--- src/rtl/pc_pkg.sv ---
// Shared constants, next-PC select encoding and opcode decode helper for the IF-stage PC generator.
package pc_pkg;

  localparam logic [31:0] RESET_PC_DEFAULT = 32'h0000_0000;

  localparam logic [5:0] OP_BEQ    = 6'b000100;
  localparam logic [5:0] OP_BNE    = 6'b000101;
  localparam logic [5:0] OP_BLEZ   = 6'b000110;
  localparam logic [5:0] OP_BGTZ   = 6'b000111;
  localparam logic [5:0] OP_REGIMM = 6'b000001;

  typedef enum logic [2:0] {
    SEL_RESET,
    SEL_HOLD,
    SEL_RECOV,
    SEL_JR,
    SEL_J,
    SEL_BR,
    SEL_SEQ
  } NEXTPC_SEL;

  // True when the opcode field names a conditional branch.
  function automatic logic is_cond_branch(input logic [31:0] instr);
    logic [5:0] op;
    op = instr[31:26];
    return (op == OP_BEQ) || (op == OP_BNE) || (op == OP_BLEZ) ||
           (op == OP_BGTZ) || (op == OP_REGIMM);
  endfunction

endpackage

--- src/rtl/if_pc_predict_if.sv ---
// Fetch-side and ID-resolution signal bundle between the pipeline and the PC generator.
interface if_pc_predict_if #(
  parameter int unsigned CNT_W = 32
);
  logic             stall;
  logic [31:0]      IF_instruction;
  logic             IFBranch;
  logic             nBranch;
  logic             J;
  logic             JR;
  logic [31:0]      rs;
  logic [25:0]      ID_jindex;
  logic [31:0]      PC;
  logic [31:0]      PC_plus_4;
  logic             predict_taken;
  logic [CNT_W-1:0] branch_cnt;
  logic [CNT_W-1:0] mispredict_cnt;

  modport master (
    output stall, IF_instruction, IFBranch, nBranch, J, JR, rs, ID_jindex,
    input  PC, PC_plus_4, predict_taken, branch_cnt, mispredict_cnt
  );

  modport slave (
    input  stall, IF_instruction, IFBranch, nBranch, J, JR, rs, ID_jindex,
    output PC, PC_plus_4, predict_taken, branch_cnt, mispredict_cnt
  );
endinterface

--- src/rtl/pc_target_calc.sv ---
// Combinational branch, jump and register-jump target computation.
module pc_target_calc (
  input  logic [31:0] pc_plus_4,
  input  logic [31:0] instr,
  input  logic [31:0] id_pc4,
  input  logic [25:0] jindex,
  input  logic [31:0] rs,
  output logic [31:0] br_tgt,
  output logic [31:0] j_tgt,
  output logic [31:0] jr_tgt
);

  logic unused_bits;

  // Sign-extended word offset; the add wraps modulo 2^32.
  assign br_tgt = pc_plus_4 + {{14{instr[15]}}, instr[15:0], 2'b00};
  assign j_tgt  = {id_pc4[31:28], jindex, 2'b00};
  assign jr_tgt = {rs[31:2], 2'b00};

  assign unused_bits = ^{instr[31:16], id_pc4[27:0], rs[1:0]};

endmodule

--- src/rtl/if_pc_predict.sv ---
// IF-stage next-PC generator: static predict-taken, one-cycle ID redirect recovery, perf counters.
module if_pc_predict
  import pc_pkg::*;
#(
  parameter logic [31:0]  RESET_PC = RESET_PC_DEFAULT,
  parameter int unsigned  CNT_W    = 32
) (
  input  logic          clock,
  input  logic          reset,
  if_pc_predict_if.slave bus
);

  localparam logic [31:0]      BUBBLE_PC4 = RESET_PC + 32'd4;
  localparam logic [CNT_W-1:0] CNT_MAX    = '1;

  logic [31:0]      pc_q;
  logic [31:0]      id_pc4_q;
  logic [31:0]      id_recov_q;
  logic [CNT_W-1:0] branch_cnt_q;
  logic [CNT_W-1:0] mispredict_cnt_q;

  logic [31:0] pc_plus_4;
  logic [31:0] br_tgt;
  logic [31:0] j_tgt;
  logic [31:0] jr_tgt;
  logic [31:0] next_pc;
  logic        if_flush;
  logic        br_taken;
  NEXTPC_SEL   sel;

  assign pc_plus_4 = pc_q + 32'd4;
  // A stall masks ID redirects since ID operands are not yet valid.
  assign if_flush  = !bus.stall && (bus.nBranch || bus.J || bus.JR);
  assign br_taken  = bus.IFBranch && !bus.stall && !if_flush;

  pc_target_calc u_tgt (
    .pc_plus_4 (pc_plus_4),
    .instr     (bus.IF_instruction),
    .id_pc4    (id_pc4_q),
    .jindex    (bus.ID_jindex),
    .rs        (bus.rs),
    .br_tgt    (br_tgt),
    .j_tgt     (j_tgt),
    .jr_tgt    (jr_tgt)
  );

  // Next-PC priority select.
  always_comb begin
    sel     = SEL_SEQ;
    next_pc = pc_plus_4;
    if (reset)             sel = SEL_RESET;
    else if (bus.stall)    sel = SEL_HOLD;
    else if (bus.nBranch)  sel = SEL_RECOV;
    else if (bus.JR)       sel = SEL_JR;
    else if (bus.J)        sel = SEL_J;
    else if (bus.IFBranch) sel = SEL_BR;

    case (sel)
      SEL_RESET: next_pc = RESET_PC;
      SEL_HOLD:  next_pc = pc_q;
      SEL_RECOV: next_pc = id_recov_q;
      SEL_JR:    next_pc = jr_tgt;
      SEL_J:     next_pc = j_tgt;
      SEL_BR:    next_pc = br_tgt;
      SEL_SEQ:   next_pc = pc_plus_4;
      default:   next_pc = pc_plus_4;
    endcase
  end

  always_ff @(posedge clock) begin
    if (reset) begin
      pc_q             <= RESET_PC;
      id_pc4_q         <= BUBBLE_PC4;
      id_recov_q       <= BUBBLE_PC4;
      branch_cnt_q     <= '0;
      mispredict_cnt_q <= '0;
    end else begin
      pc_q <= next_pc;
      if (!bus.stall) begin
        // After an ID redirect the IF slot is squashed, so ID sees a bubble.
        id_pc4_q   <= if_flush ? BUBBLE_PC4 : pc_plus_4;
        id_recov_q <= if_flush ? BUBBLE_PC4 : pc_plus_4;
        if (br_taken && (branch_cnt_q != CNT_MAX))
          branch_cnt_q <= branch_cnt_q + CNT_W'(1);
        if (bus.nBranch && (mispredict_cnt_q != CNT_MAX))
          mispredict_cnt_q <= mispredict_cnt_q + CNT_W'(1);
      end
    end
  end

  assign bus.PC             = pc_q;
  assign bus.PC_plus_4      = pc_plus_4;
  assign bus.predict_taken  = br_taken && !reset;
  assign bus.branch_cnt     = branch_cnt_q;
  assign bus.mispredict_cnt = mispredict_cnt_q;

endmodule

--- src/flat_wrapper.sv ---
// flat-port wrapper written by rule: the top's interface ports become plain ports
module if_pc_predict_flat import pc_pkg::*;
#(
  parameter logic [31:0]  RESET_PC = RESET_PC_DEFAULT,
  parameter int unsigned  CNT_W    = 32
)
  (clock, reset, bus_stall, bus_IF_instruction, bus_IFBranch, bus_nBranch, bus_J, bus_JR, bus_rs, bus_ID_jindex, bus_PC, bus_PC_plus_4, bus_predict_taken, bus_branch_cnt, bus_mispredict_cnt);
  if_pc_predict_if #(.CNT_W(CNT_W)) bus_i ();
  input  logic clock;
  input  logic reset;
  input wire logic [$bits(bus_i.stall)-1:0] bus_stall;
  input wire logic [$bits(bus_i.IF_instruction)-1:0] bus_IF_instruction;
  input wire logic [$bits(bus_i.IFBranch)-1:0] bus_IFBranch;
  input wire logic [$bits(bus_i.nBranch)-1:0] bus_nBranch;
  input wire logic [$bits(bus_i.J)-1:0] bus_J;
  input wire logic [$bits(bus_i.JR)-1:0] bus_JR;
  input wire logic [$bits(bus_i.rs)-1:0] bus_rs;
  input wire logic [$bits(bus_i.ID_jindex)-1:0] bus_ID_jindex;
  output wire logic [$bits(bus_i.PC)-1:0] bus_PC;
  output wire logic [$bits(bus_i.PC_plus_4)-1:0] bus_PC_plus_4;
  output wire logic [$bits(bus_i.predict_taken)-1:0] bus_predict_taken;
  output wire logic [$bits(bus_i.branch_cnt)-1:0] bus_branch_cnt;
  output wire logic [$bits(bus_i.mispredict_cnt)-1:0] bus_mispredict_cnt;
  assign bus_i.stall = bus_stall;
  assign bus_i.IF_instruction = bus_IF_instruction;
  assign bus_i.IFBranch = bus_IFBranch;
  assign bus_i.nBranch = bus_nBranch;
  assign bus_i.J = bus_J;
  assign bus_i.JR = bus_JR;
  assign bus_i.rs = bus_rs;
  assign bus_i.ID_jindex = bus_ID_jindex;
  assign bus_PC = bus_i.PC;
  assign bus_PC_plus_4 = bus_i.PC_plus_4;
  assign bus_predict_taken = bus_i.predict_taken;
  assign bus_branch_cnt = bus_i.branch_cnt;
  assign bus_mispredict_cnt = bus_i.mispredict_cnt;
  if_pc_predict #(.RESET_PC(RESET_PC), .CNT_W(CNT_W)) u_core (.clock(clock), .reset(reset), .bus(bus_i));
endmodule
--- config.mk ---
export PLATFORM = sky130hd
export DESIGN_NAME = if_pc_predict_flat
export DESIGN_NICKNAME = d
export VERILOG_FILES = /design/src/rtl/pc_pkg.sv /design/src/rtl/if_pc_predict_if.sv /design/src/rtl/pc_target_calc.sv /design/src/rtl/if_pc_predict.sv /design/src/flat_wrapper.sv
export SDC_FILE = /design/constraint.sdc
export NUM_CORES = 1
export LEC_CHECK = 0
export CAP_MARGIN = 40
export CORE_UTILIZATION = 50
export CTS_CLUSTER_DIAMETER = 150
export DETAILED_ROUTE_END_ITERATION = 8
export GPL_ROUTABILITY_DRIVEN = 0
export PLACE_DENSITY = 0.83
export SLEW_MARGIN = 5
export SYNTH_ARGS = -nofsm -noshare
export SYNTH_HDL_FRONTEND = slang
export SYNTH_SLANG_ARGS = --single-unit
--- constraint.sdc ---
create_clock -name clock -period 5.6 [get_ports clock]
set_clock_uncertainty 0.1 [all_clocks]
set_input_delay 0.56 -clock clock [delete_from_list [all_inputs] [get_ports clock]]
set_output_delay 0.56 -clock clock [all_outputs]
set_load 0.02 [all_outputs]
After elaboration in Yosys (flattened, before gate mapping)

Cells that the tools add are included.

Word-level logic and storage cells: 38
Output and inout port bits: 129
Flip-flop bits (word level): 128

Equality and inequality tests: 7
Reduce and logical (&&, ||, !) cells: 14
Muxes and demuxes: 8
Bitwise logic cells: 1
Add/sub/neg operators: 4

Operators with widths:

| cell                  | number |
|---|---|
| $pmux 32 s6           | 1 |
| $add 32x1->32 const B | 2 |
| $ne 32x32->1 const B  | 2 |
| $add 32x3->32 const B | 1 |
| $add 32x32->32        | 1 |
| $mux 32               | 1 |
| $mux 3                | 5 |
| $eq 3x2->1 const B    | 2 |
| $eq 3x3->1 const B    | 2 |
| $logic_and 1x1->1     | 6 |
| $reduce_and 2->1      | 2 |
| $eq 3x1->1 const B    | 1 |
| $logic_not 1->1       | 3 |
| $logic_not 3->1       | 1 |
| $logic_or 1x1->1      | 2 |
| $mux 2                | 1 |
| $not 1->1             | 1 |

Logic depth before layout (Yosys ltp)

Word-level depth: 8
Depth in mapped cells: 15

Cells and area by module

From an unflattened synthesis, not the netlist that was laid out.

Cell total of the unflattened synthesis: 1124
Area, all modules: 9023.7 µm²

By module, submodules not included:

| module         | times used | seq. area each (µm²) | area each (µm²) | cells an instance |
|---|---|---|---|---|
| if_pc_predict  | 1          | 2562.5               | 6775.2          | 822 |
| pc_target_calc | 1          | 0.0                  | 2248.4          | 302 |

Worst setup path before layout

No wires, ideal clock.

Path kind: reg-to-reg
Start: register u_core.pc_q[2], in the netlist u_core.bus.PC[2]
End: register u_core.pc_q[31], in the netlist u_core.bus.PC[31]
Data arrival time: 3.682 ns
Stages on the path, launching flop included: 15
Setup time: 0.086 ns
Clock period less this slack: 3.868 ns
Setup slack: 1.732 ns
Path through: dfxtp_1 -> ha_1 -> nand3_1 -> nand4b_1 -> nor2b_1 -> xor2_1 -> ha_1 -> clkbuf_1 -> a211oi_1 -> o211ai_1 -> a41oi_1 -> nand3_1 -> o221ai_1 -> o21ai_0 -> a211oi_1

Cells in the longest elaborated chain, start to end: 3

RTL lines:

| element                | RTL line             | source |
|---|---|---|
| from (decl)            | if_pc_predict.sv:16  | `logic [31:0] pc_q;` |
| from (signal assigned) | if_pc_predict.sv:78  | `pc_q <= next_pc;` |
| $add 32x3->32          | if_pc_predict.sv:31  | `assign pc_plus_4 = pc_q + 32'd4;` |
| via bus_PC_plus_4[20]  | flat_wrapper.sv:20   | `output wire logic [$bits(bus_i.PC_plus_4)-1:0] bus_PC_plus_4;` |
| $add 32x32->32         | pc_target_calc.sv:16 | `assign br_tgt = pc_plus_4 + {{14{instr[15]}}, instr[15:0], 2'b00};` |
| $pmux 32 s6            | if_pc_predict.sv:58  | `case (sel)` |

The timed path passes the listed nets, and every way through them passes these cells.
A chain may end at the register's enable or synchronous reset.

Worst setup path after layout

Start: register u_core.pc_q[2], in the netlist u_core.bus.PC[2]
End: register u_core.pc_q[31], in the netlist u_core.bus.PC[31]

Cells in the longest elaborated chain, start to end: 3

RTL lines:

| element           | RTL line |
|---|---|
| $add 32x3->32 (*) | if_pc_predict.sv:31 |
| $add 32x32->32    | pc_target_calc.sv:16 |
| $pmux 32 s6 (*)   | if_pc_predict.sv:58 |

Mark *: on every way between the ends. The rest lies on a longest branch, timed or not.

==> qor.yml <==
status: "completed"
yosys_warnings: 0
cap_violations: 0
cts_resized: 0
ios: 226
cts_tree: "done"
hold_buffers: 0
post-route-drc-count: 0
cts.path.max_buffers: 2
r2r_end: "u_core.bus.PC[31]"
reg2reg_slack_ps: 1090
fp.dieH_um: 131
area_delta_synth_final_pct: 34.3
cts.clk_slew.worst_paths_ps: 60
buffer_ports.inserted: 207
grt_pass1_wl_mm: 44.9
fin_nets: 1391
drt-total-wl_mm: 27.9
synth_cell_types: 67
ys_async_sr_fraction_pct: 0
drtAntennaViolNets: 0
syn_inst: 1071
grt_max_degree: 84
synth_enable_flop_cells: 0
total_leakage_power_nw: 4.08
fmax_mhz: 222
hpwl_mm: 19.8
whs_ps: 356
rows: 46
r2r_cells: 13
ys_ff_latch: 128
cts_buffers: 17
cts_sinks: 128
synth_nets: 1204
die-area_um2: 17300
setup_ws_ps: 1090
crit_fanout: 9
p_per_area_nw_per_um2: 230
cp.required_ps: 5830
die_w_um: 131
detailedPlace.worstSlack_ps: 1330
drive_gt1_share_pct: 5.20
wl_per_cell_um: 18.8
antenna_cells: 0
tightestPinTransition_ps: 865
hold_path_end: "u_core.bus.PC[1]"
clk_latency_ps: 430
ir_worst_vdd_mv: 0.228
dr.pass1.iters: 6
grt_pass1_vias: 8646
grt_overflow: 0
synth_top_area_share_pct: 30.6
worstPathArrival_ps: 4740
post_cts_buffers: 0
core_um2: 16100
yosysSeqAreaShare_pct: 30.6
timing.rr.start: "u_core.bus.PC[2]"
synth_area_leaders: "dfxtp_1, nor2_1, xnor2_1, ha_1, a21oi_1"
startpoint_type: "flip-flop"
final-max-slew-violation-count: 0
htree_num_levels: 4
hp-start: "u_core.id_pc4_q[1]"
yosysMostFrequentCell: "nor2_1"
antenna_found_initial: 0
yosys.area.top_type: "dfxtp_1"
setup_viol: 0
slew_headroom_pct: 42.3
grt_usage_pct: 32.2
worst-setup-path-type: "flip-flop to flip-flop"
fill_cells: 1325
synth_area_um2: 8380
root_buffer: "clkbuf_16"
first_iter_violations: 949
vias: 9202
ys.flop_type: "dfxtp_1"
netlist_top_cells_count: "nor2_1, dfxtp_1, nand2_1"
avgSynthCellArea_um2: 7.82
hold_violations: 0
avgViaCountPerCell: 6.19
start_util_pct: 52.0
period_share_pct: 80.5
setup_tns_ps: 0
end_kind: "flip-flop"
rsz0062_at_grt: "false"
final_core_util_pct: 69.8
total_power_mw: 2.59
whs_path_depth: 2
period_needed_ps: 4510
min_path_type: "flip-flop to flip-flop"
-- per-layer routing --
layer | track usage [%] | vias to the layer above | share of wire, %
met5 | 0 | - | 0
met4 | 14.7 | 0 | 3.7
met3 | 6.25 | 80 | 8.6
met2 | 50.8 | 475 | 45
met1 | 42.3 | 4308 | 42
li1 | - | 4339 | -
-- critical path, stage by stage (launching register included) --
cell and delay [ps]:
dfxtp_1 430, ha_1 260, nand3_1 210, nand4b_1 630, nor2b_1 410, xor2_1 310
ha_1 410, a211oi_1 280, o211ai_1 140, a41oi_1 280, nand3_1 200, o221ai_1 370
o21ai_0 170, a211oi_1 230
-- power by group --
group / switching [mW] / internal (mW)
Combinational: 0.261 / 0.201
Sequential: 0.0229 / 0.926
Clock: 0.437 / 0.744
-- kinds of logic after synthesis --
| logic type | Yosys count | share of synthesized area (%) |
|---|---|---|
| muxes | 7 | 0.851 |
| xor gates and xnor gates | 95 | 10.1 |
| AOI/OAI and AO/OA | 292 | 23.0 |
| buffers and inverters | 88 | 4.12 |
| DFF | 128 | 30.6 |
| and+or+nand+nor | 425 | 25.8 |
| adders and majority gates | 36 | 5.47 |
-- area by class of cell --
type                    count  area [um^2]  share of cell area [%]
clock buffers              18          429                    3.82
clock inverters            13          188                    1.67
inverters                  34          128                    1.13
multi-input cells         855         5490                    48.8
flip-flops and latches    128         2560                    22.8
well taps                 216          270                    2.40
repair buffers            222         2180                    19.4
-- sequential cells by signal, indices dropped and copies added (netlist names) --
| signal | count |
|---|---|
| u_core.bus.PC | 32 |
| u_core.bus.branch_cnt | 32 |
| u_core.bus.mispredict_cnt | 32 |
| u_core.id_pc4_q | 32 |
-- per-stage QoR --
step,area (um^2),instances
floorplan,8380,1071
global placement,10600,1452
detailed placement,10600,1455
CTS,11200,1486
global route,11200,1486
finish,11200,1486
-- worst max path at each step --
| stage | slack (ps) | endpoint | from | cells past startpoint |
|---|---|---|---|---|
| 5_1_grt | 760 | u_core.bus.PC[31] | u_core.bus.PC[2] | 13 |
| 4_1_cts | 1230 | u_core.bus.PC[31] | u_core.bus.PC[2] | 13 |
| 2_1_floorplan | 1730 | u_core.bus.PC[31] | u_core.bus.PC[2] | 14 |
| 3_5_place_dp | 1330 | u_core.bus.PC[31] | u_core.bus.PC[2] | 13 |
| 3_3_place_gp | 1490 | u_core.bus.PC[31] | u_core.bus.PC[2] | 13 |
| 6_report | 1090 | u_core.bus.PC[31] | u_core.bus.PC[2] | 13 |
-- placed cells by master (no fill, tap or decap), types with 17 or more instances in the layout --
| cell type | count |
|---|---|
| ha_1 | 35 |
| xnor2_1 | 54 |
| o21ai_0 | 53 |
| nand2_1 | 86 |
| xor2_1 | 40 |
| dfxtp_1 | 128 |
| clkbuf_16 | 17 |
| a21oi_1 | 77 |
| nand3_1 | 41 |
| a31oi_1 | 21 |
| nor2_1 | 133 |
| nand4_1 | 24 |
| a22oi_1 | 32 |
| or3_1 | 20 |
| nor3_1 | 30 |
| inv_1 | 33 |
| clkdlybuf4s50_1 | 205 |
(Power assumes the default switching activity.)
